File: config.mk
export PLATFORM = sky130hd
export DESIGN_NAME = sll_seq
export DESIGN_NICKNAME = d
export VERILOG_FILES = /design/src/rtl/sll_seq.sv
export SDC_FILE = /design/constraint.sdc
export NUM_CORES = 1
export LEC_CHECK = 0
export ABC_AREA = 1
export CAP_MARGIN = 5
export CORE_UTILIZATION = 30
export DETAILED_ROUTE_END_ITERATION = 6
export REMOVE_ABC_BUFFERS = 1
export SLEW_MARGIN = 20
export SYNTH_ARGS = -nofsm -noshare
export SYNTH_HDL_FRONTEND = slang
export SYNTH_SLANG_ARGS = --single-unit
export TNS_END_PERCENT = 100
File: constraint.sdc
create_clock -name clk -period 2.2 [get_ports clk]
set_input_delay 0.33 -clock clk [delete_from_list [all_inputs] [get_ports clk]]
set_output_delay 0.33 -clock clk [all_outputs]
set_load 0.01 [all_outputs]
File: src/rtl/sll_seq.sv
// rtl/sll_seq.sv - multi-cycle shift-left-logical unit with start/busy/done handshake
// Shifts rt left by shamt, at most STEP bits per clock, and flags any 1 shifted out of the MSB.
module sll_seq #(
  parameter int WIDTH = 32,
  parameter int SHW   = 5,
  parameter int STEP  = 1
) (
  input  logic             clk,
  input  logic             rst_n,
  input  logic             start,
  input  logic [WIDTH-1:0] rt,
  input  logic [SHW-1:0]   shamt,
  output logic             busy,
  output logic             done,
  output logic [WIDTH-1:0] rd,
  output logic             lost
);

  typedef enum logic [1:0] {
    S_IDLE  = 2'd0,
    S_SHIFT = 2'd1,
    S_DONE  = 2'd2
  } state_t;

  localparam logic [SHW:0] STEP_W = (SHW+1)'(STEP);

  state_t           r_state;
  state_t           w_state_next;
  logic [WIDTH-1:0] r_acc;
  logic [WIDTH-1:0] w_acc_next;
  logic [WIDTH-1:0] w_top_mask;
  logic [WIDTH-1:0] r_rd;
  logic [SHW:0]     r_cnt;
  logic [SHW:0]     w_cnt_next;
  logic [SHW:0]     w_k;
  logic             r_lost_acc;
  logic             w_lost_next;
  logic             r_lost;
  logic             r_busy;
  logic             r_done;

  always_ff @(posedge clk or negedge rst_n) begin
    if (!rst_n) begin
      r_state <= S_IDLE;
    end else begin
      r_state <= w_state_next;
    end
  end

  always_comb begin
    w_state_next = r_state;
    w_acc_next   = r_acc;
    w_cnt_next   = r_cnt;
    w_lost_next  = r_lost_acc;
    // k = min(STEP, cnt); the mask selects the k bits about to leave the MSB
    w_k          = (r_cnt < STEP_W) ? r_cnt : STEP_W;
    w_top_mask   = ~({WIDTH{1'b1}} >> w_k);
    case (r_state)
      S_IDLE: begin
        if (start) begin
          w_acc_next   = rt;
          w_cnt_next   = {1'b0, shamt};
          w_lost_next  = 1'b0;
          w_state_next = (shamt == '0) ? S_DONE : S_SHIFT;
        end
      end
      S_SHIFT: begin
        w_lost_next = r_lost_acc | (|(r_acc & w_top_mask));
        w_acc_next  = r_acc << w_k;
        w_cnt_next  = r_cnt - w_k;
        if (w_cnt_next == '0) begin
          w_state_next = S_DONE;
        end
      end
      S_DONE: begin
        w_state_next = S_IDLE;
      end
      default: begin
        w_state_next = S_IDLE;
      end
    endcase
  end

  // Outputs are registered from the next state so busy/done align with the state register.
  always_ff @(posedge clk or negedge rst_n) begin
    if (!rst_n) begin
      r_acc      <= '0;
      r_cnt      <= '0;
      r_lost_acc <= 1'b0;
      r_rd       <= '0;
      r_lost     <= 1'b0;
      r_busy     <= 1'b0;
      r_done     <= 1'b0;
    end else begin
      r_acc      <= w_acc_next;
      r_cnt      <= w_cnt_next;
      r_lost_acc <= w_lost_next;
      r_busy     <= (w_state_next != S_IDLE);
      r_done     <= (w_state_next == S_DONE);
      if (w_state_next == S_DONE) begin
        r_rd   <= w_acc_next;
        r_lost <= w_lost_next;
      end
    end
  end

  assign busy = r_busy;
  assign done = r_done;
  assign rd   = r_rd;
  assign lost = r_lost;

endmodule

### Word-level counts from Yosys, hierarchy flattened

Index checks and enable logic that the tools add are counted.

| storage, ports and cells | value |
|---|---|
| bits in latches | 0 |
| register bits after elaboration | 76 |
| input port bits | 40 |
| word-level logic and storage cells | 36 |
| memories kept | 0 |
| bits in read-only memories | 0 |
| memory bits (writable) | 0 |

| operators by class | value |
|---|---|
| bitwise logic cells | 3 |
| reductions and logical operators | 7 |
| multiplexer cells | 11 |
| eq/ne operators | 3 |
| magnitude comparators | 1 |
| div/mod/pow operators | 0 |
| shifts and indexed selects | 2 |
| add/subtract/negate cells | 1 |
| multiply operators | 0 |

Operators with widths:

| kind | number |
|---|---|
| $pmux W32 S2 | 1 |
| $and A32 B32 Y32 | 1 |
| $mux W32 | 1 |
| $not A32 Y32 | 1 |
| $reduce_or A32 Y1 | 1 |
| $shl A32 B6 Y32 | 1 |
| $shr A32 B6 Y32 const A | 1 |
| $mux W6 | 2 |
| $pmux W6 S2 | 1 |
| $logic_not A6 Y1 | 1 |
| $lt A6 B1 Y1 const B | 1 |
| $mux W2 | 3 |
| $sub A6 B6 Y6 | 1 |
| $logic_not A5 Y1 | 1 |
| $pmux W2 S2 | 1 |
| $reduce_bool A2 Y1 | 2 |
| $eq A2 B1 Y1 const B | 1 |
| $eq A2 B2 Y1 const B | 1 |
| $logic_not A2 Y1 | 1 |
| $ne A2 B2 Y1 const B | 1 |
| $pmux W1 S2 | 1 |
| $reduce_and A2 Y1 | 1 |
| $mux W1 | 1 |
| $or A1 B1 Y1 | 1 |

### Logic depth before layout (Yosys ltp)

Gate-level depths: netlist (run 1).

| depth | value |
|---|---|
| depth in word-level cells | 8 |
| mapped depth | 15 |

### Least setup slack after synthesis (run 1)

OpenSTA, ideal clock, no wires.

| timing | value |
|---|---|
| path type | register -> register |
| start | reg r_cnt[4] |
| end | reg r_lost, in the netlist lost |
| slack | 0.214 ns |
| data arrival time | 1.869 ns |
| period minus slack after synthesis | 1.986 ns |
| cell stages (with the launch flop) | 13 |
| data required time | 2.083 ns |
| buffers on the path | 1 |
| setup time | 0.117 ns |
| path through | dfrtp_1 -> nor2_2 -> nand3_1 -> nand2_2 -> ha_1 -> or2_1 -> nor2_1 -> nand2_2 -> nor2_4 -> nand3_4 -> buf_2 -> nand3_1 -> nand2_1 |

| on the way | value |
|---|---|
| longest elaborated chain between the ends | 8 |
| elaborated cells between the ends (all ways) | 13 |

Ends and longest elaborated chain:

| element | RTL line | text |
|---|---|---|
| start: declaration | 33 | `logic [SHW:0] r_cnt;` |
| start signal: assignment | 96 | `r_cnt <= w_cnt_next;` |
| $lt A6 B1 Y1 | 56 | `w_k = (r_cnt < STEP_W) ? r_cnt : STEP_W;` |
| $mux W6 | 56 |  |
| $shr A32 B6 Y32 | 57 | `w_top_mask = ~({WIDTH{1'b1}} >> w_k);` |
| $not A32 Y32 | 57 |  |
| $and A32 B32 Y32 | 68 | `w_lost_next = r_lost_acc \| (\|(r_acc & w_top_mask));` |
| $reduce_or A32 Y1 | 68 |  |
| $or A1 B1 Y1 | 68 |  |
| $pmux W1 S2 | 58 | `case (r_state)` |
| end signal: assignment | 102 | `r_lost <= w_lost_next;` |
| end: declaration | 38 | `logic r_lost;` |

Parallel ways exist; a longest one is shown, timed or not.
A chain may end at the register's enable or synchronous reset.

### Worst setup path after layout (run 1)

| timing | value |
|---|---|
| start | reg r_cnt[0] |
| end | reg r_rd[17], in the netlist rd[17] |

| on the way | value |
|---|---|
| longest elaborated chain between the ends | 7 |
| elaborated cells between the ends (all ways) | 9 |

Ends and longest elaborated chain:

| element | RTL line | text |
|---|---|---|
| $lt A6 B1 Y1 | 56 |  |
| $mux W6 | 56 |  |
| $sub A6 B6 Y6 | 70 | `w_cnt_next = r_cnt - w_k;` |
| $logic_not A6 Y1 | 71 | `if (w_cnt_next == '0) begin` |
| $mux W2 | 71 |  |
| $pmux W2 S2 | 58 |  |
| $eq A2 B2 Y1 | 100 | `if (w_state_next == S_DONE) begin` |
| end signal: assignment | 101 | `r_rd <= w_acc_next;` |
| end: declaration | 32 | `logic [WIDTH-1:0] r_rd;` |

Parallel ways exist; a longest one is shown, timed or not.

==> results of run 1 <==
## where the power goes
| part | internal (W) | switching (W) | total, W |
|---|---|---|---|
| sequential | 0.00207 | 0.000388 | 0.00245 |
| clock | 0.000573 | 0.000472 | 0.00105 |
| combinational | 0.00138 | 0.00157 | 0.00295 |
## logic make-up (layout without fill, tap and decap cells)
group	Yosys count	count (layout)	synth area share
and+or+nand+nor	250	250	0.325
AOI/OAI and AO/OA	22	22	0.0443
adders and majority gates	1	1	0.00378
buffers and inverters	35	124	0.0522
DFF	76	76	0.575
## worst reg2reg max path: stages, from the launching register on
cell     delay, ns
dfrtp_1       0.43
nor2_2        0.17
nand3_2       0.10
nand2_2       0.09
ha_1          0.24
or2_1         0.22
nor2_2        0.10
nand2_2       0.07
nor2_4        0.11
nand3_4       0.13
nand2_8       0.14
buf_12        0.14
nand2_1       0.05
nand2_1       0.06
## Yosys cell counts, types with 4 or more instances
cell      instances
clkbuf_1          4
a22oi_1           8
dfrtp_1          76
nand2_2           4
inv_1            15
o21ai_0           7
nor2_1            6
nand3_1          58
buf_2             9
nand2_1         173
## stage by stage
step,power (W),std cells
2_1_floorplan,0.00397,366
3_3_place_gp,0.00528,590
3_5_place_dp,0.00535,590
4_1_cts,0.00642,605
5_1_grt,0.00699,609
6_report,0.00645,609
## metal layers
layer	up-vias	global-route usage	routed length, µm
met2	74	0.247	4000
met1	1319	0.210	3850
met4	0	0.0235	51
li1	1408	-	-
met5	-	0	0
met3	5	0.0468	454
## worst paths after layout
check,cells after the start,slack (ns),to
max,13,0.11,rd[17]
min in group clk,2,0.51,r_acc[20]
max in group asynchronous,3,1.13,r_acc[21]
min reg2reg,2,0.51,r_acc[20]
min,2,0.49,r_cnt[1]
max reg2reg,13,0.11,rd[17]
## final cells by class
type / instances / share of cell area
clock buffers: 12 / 0.0341
clock inverters: 2 / 0.00769
inverters: 17 / 0.0140
multi-input cells: 273 / 0.277
flip-flops and latches: 76 / 0.417
well taps: 136 / 0.0374
repair buffers: 93 / 0.213
## cells in the final DEF (no fill, tap or decap)
cell             count
inv_2                2
dlygate4sd3_1        1
o21ai_0              7
nand3_4              1
nand2_8              1
inv_1               15
a21oi_1              1
nand2_2              5
a22oi_1              8
o211ai_1             3
nor2_4               4
nor2_1               4
nand3_1             57
buf_6                1
clkdlybuf4s50_1     73
clkbuf_8            11
clkinv_2             1
a31oi_1              1
nor2_2               2
ha_1                 1
nor4_1               1
buf_12               6
or2_1                1
nand2_1            172
bufinv_16            1
buf_8                1
nand3_2              1
o221ai_1             2
nand4_1              1
clkbuf_1             1
buf_4               11
dfrtp_1             76
## state kept, by name (all words and copies together) (netlist names)
name	cells
r_cnt	6
r_state	2
r_acc	32
done	1
r_lost_acc	1
rd	32
busy	1
lost	1
## what timing repair did
item / CTS / global route
endpoints found under the setup margin: 0 / 33
setup buffers: 0 / 4
hold buffers: 1 / 0
gates resized for setup: 0 / 9
endpoints found under the hold margin: 34 / 0
==> results.cfg, run 1 <==
[timing]
setup_violations = 0
hold_ws_ns = 0.487
fmax_mhz = 477
fin_ws_ns = 0.105
slew_violations = 0
slew_headroom = 0.633
setup_tns_ns = 0
final-hold-violation-count = 0
period_share = 0.952
tightestPinTransition_ns = 0.550
period_minus_slack_ns = 2.09
finClkSkew_ns = 0.0111

[global_routing]
grt_use_total = 0.154
grt_max_degree = 43
grt_pass1_vias = 2779
grt-ovfl-total = 0
grt_pass1_wl_um = 13700
antenna_found_initial = 0

[detailed_routing]
wl_per_cell_um = 13.7
drt_first_pass_iters = 4
drc_errors = 0
routed_via_density = 4.61
drtAntennaViolNets = 0
wl_um = 8350
vias = 2806
first_iter_violations = 179

[synthesis]
synth_cell_types = 25
synthCells = 384
yosysTopAreaCellShare = 0.575
ys.warnings.count = 0
yosysSeqAreaShare = 0.575
synth_seq_cells = 76
synth_area_leader_cell = dfrtp_1
syn_area_per_cell_um2 = 8.62
syn-cell-area_um2 = 3310
synth_flop_cell = dfrtp_1
synthArstFlopShare = 1.00
synth.area.top_cells = dfrtp_1 57%, nand2_1 20%, nand3_1 8.8%
synth_edf_count = 0

[hold_path]
hold_class = input pin to async pin

[finish]
drive_gt1_frac = 0.101
area_growth_pct = 37.7
seq_area_um2 = 1900
design_area_um2 = 4560
fin_util = 0.434
nFillCells = 1074
diodes = 0
fin_nets = 511
multi_input_comb_area_um2 = 1260

[pwr]
power_density_nw_per_um2 = 1420
ir_worst_vdd_v = 0.000592
p_leak_nw = 2.16

[critical_path]
cp-start-kind = flop
startpoint = r_cnt[0]
cpMaxStageDelayCell = dfrtp_1
cp_cell_sequence = nor2_2, nand3_2, nand2_2, ha_1, or2_1, nor2_2, nand2_2, nor2_4, nand3_4, nand2_8, buf_12, nand2_1, nand2_1
rr_startpoint = r_cnt[0]
endpoint_kind = flop
crit_fanout = 13
worst_ep_required_time_ns = 2.48
critPathBufInv = 1
worstPathArrival_ns = 2.38
cp_top_family = simple AND/OR/NAND/NOR gates
path_class = flop to flop
max_stage_delay_ns = 0.43

[placed_design]
port-buffer-count = 74
placed_area_um2 = 4280
place_ws_ns = 0.0727
globalplace.congestion = 0.794
place_hpwl_um = 5700

[die]
dieHeight_um = 107
dieWidth_um = 107
rows = 37
core_area_um2 = 10500
start_util = 0.315
die_area_um2 = 11500
io_pins = 75

[clock_network]
cts_tree = done
root_buffer = clkbuf_8
clkLatencyLatePin_ns = 0.34
clockBufferDepth = 2
cts_made_buffers = 9
htree_levels = 3
clkSinkCount = 76
clk_pin_slew_ns = 0.08

[run_status]
outcome = finished, final reports clean

[run]
drv_cap = 0
Power figures use the tool's default switching activity.
==> run 2: changes to the inputs <==
- CORE_MARGIN: not set -> 4
==> run 2 against run 1 <==
  * Cell count increased by 1.3%
  * Clock skew decreased by 0.0049 ns
  * Worst hold slack gained 0.013 ns
  * Critical path depth did not move
  * Worst setup slack improved by 0.019 ns
  * Non-clock buffer count up 2
  * Highest routed layer unchanged
  * Total power decreased by 0.40%
  * Via count increased by 1.2%
  * Critical path type unchanged
  * Count of clock-buffer cells in the layout is the same
  * Design area grew 0.77%
  * First-iteration DRC count decreased by 41%
  * Largest cell class unchanged
==> results.cfg, run 2 (synthesis results as in run 1) <==
[clock_network]
root_buffer = clkbuf_8
cts_made_buffers = 9
cts_tree = done
clk_pin_slew_ns = 0.08
clkLatencyLatePin_ns = 0.34
clockBufferDepth = 2
htree_levels = 3
clkSinkCount = 76

[run_status]
outcome = finished, final reports clean

[detailed_routing]
drc_errors = 0
wl_per_cell_um = 14.3
first_iter_violations = 105
routed_via_density = 4.60
drt_first_pass_iters = 4
drtAntennaViolNets = 0
vias = 2839
wl_um = 8850

[die]
dieHeight_um = 113
io_pins = 75
start_util = 0.307
rows = 38
die_area_um2 = 12800
core_area_um2 = 10800
dieWidth_um = 113

[critical_path]
path_class = flop to flop
cp-start-kind = flop
r2r_end = rd[18]
rr_startpoint = r_cnt[3]
cp_top_family = simple AND/OR/NAND/NOR gates
worstRegToRegCells = 13
worst_ep_required_time_ns = 2.48
r2r_slack_ns = 0.12
cp_cell_sequence = nor2_4, nand3_2, nand2_2, ha_4, or2_1, nor2_2, nand2_2, nor2_4, nand3_4, nand2_8, clkbuf_16, nand2_1, nand2_1
worstPathArrival_ns = 2.36
cpMaxStageDelayCell = dfrtp_1
crit_fanout = 6
endpoint_kind = flop
critPathBufInv = 1
max_stage_delay_ns = 0.41

[timing]
slew_headroom = 0.635
final-hold-violation-count = 0
setup_tns_ns = 0
tightestPinTransition_ns = 0.547
setup_violations = 0
finClkSkew_ns = 0.00621
fmax_mhz = 482
rsz0062_at_grt = yes
slew_violations = 0
period_share = 0.943
period_minus_slack_ns = 2.08

[finish]
fin_nets = 513
mostFrequentLayoutCells = 167 x nand2_1, 76 x dfrtp_1, 73 x clkdlybuf4s50_1
multi_input_comb_area_um2 = 1280
mostFrequentLayoutCell = nand2_1
seq_area_um2 = 1900
final_cells = 617
area_growth_pct = 38.8
drive_gt1_frac = 0.124
nFillCells = 1091
diodes = 0

[placed_design]
dpl.cell_count = 596
globalplace.congestion = 0.852
port-buffer-count = 74
place_hpwl_um = 5830

[global_routing]
grt_pass1_wl_um = 14000
antenna_found_initial = 0
grt_pass1_vias = 2830
grt-ovfl-total = 0
grt_max_degree = 40
grt_use_total = 0.137

[run]
drv_cap = 0

[pwr]
power_w = 0.00642
ir_worst_vdd_v = 0.000519
p_leak_nw = 2.18
power_density_nw_per_um2 = 1400

[hold_path]
hold_class = input pin to async pin
==> run 2: changes by cell type in the layout (fill, tap and decap cells not counted), sizes merged <==
cell and change:
clkbuf +2, clkinv +2, bufinv -1, clkinvlp +1
==> run 2: how the worst max path moves through the flow <==
| stage | start | endpoint | slack [ns] | cells past startpoint |
|---|---|---|---|---|
| global placement | r_cnt[0] | rd[11] | 0.09 | 12 |
| detailed placement | r_cnt[4] | rd[24] | 0.03 | 12 |
| finish | r_cnt[3] | rd[18] | 0.12 | 13 |
| floorplan | r_cnt[4] | lost | -0.01 | 12 |
| global route | r_cnt[2] | rd[14] | -0.04 | 13 |
| CTS | r_cnt[4] | rd[24] | 0.04 | 12 |
==> run 2: power breakdown <==
| group | switching, W | total [W] | internal, W |
|---|---|---|---|
| combinational | 0.00161 | 0.00298 | 0.00137 |
| sequential | 0.000385 | 0.00245 | 0.00207 |
| clock | 0.000497 | 0.000993 | 0.000497 |
==> run 2: what timing repair did <==
action / CTS / global route
resized for setup: 0 / 16
endpoints found under the setup margin: 0 / 33
hold buffers: 1 / 0
hold endpoints to repair: 37 / 0
buffers inserted: 0 / 1
==> run 2: area by class of cell <==
type                            count  area share
Timing Repair Buffer               95       0.213
Sequential cell                    76       0.414
Inverter                           17      0.0139
Clock buffer                       12      0.0360
Multi-Input combinational cell    273       0.280
Clock inverter                      4     0.00491
Tap cell                          140      0.0382
==> run 2: stage by stage <==
step | hold slack, ns | instance area [µm²] | util | setup slack [ns]
finish | 0.501 | 4590 | 0.425 | 0.125
CTS | 0.506 | 4460 | 0.413 | 0.0414
global route | 0.536 | 4590 | 0.425 | -0.0431
floorplan | 0.0344 | 3200 | - | -0.0128
detailed placement | 0.332 | 4260 | 0.395 | 0.0327
global placement | 0.323 | 4260 | 0.395 | 0.0915
==> run 2: per-layer routing <==
| layer | track usage | vias to the layer above | part of all wire |
|---|---|---|---|
| li1 | - | 1410 | - |
| met1 | 0.184 | 1359 | 0.46 |
| met2 | 0.222 | 65 | 0.48 |
| met3 | 0.0385 | 5 | 0.047 |
| met4 | 0.0337 | 0 | 0.0073 |
| met5 | 0 | - | 0 |
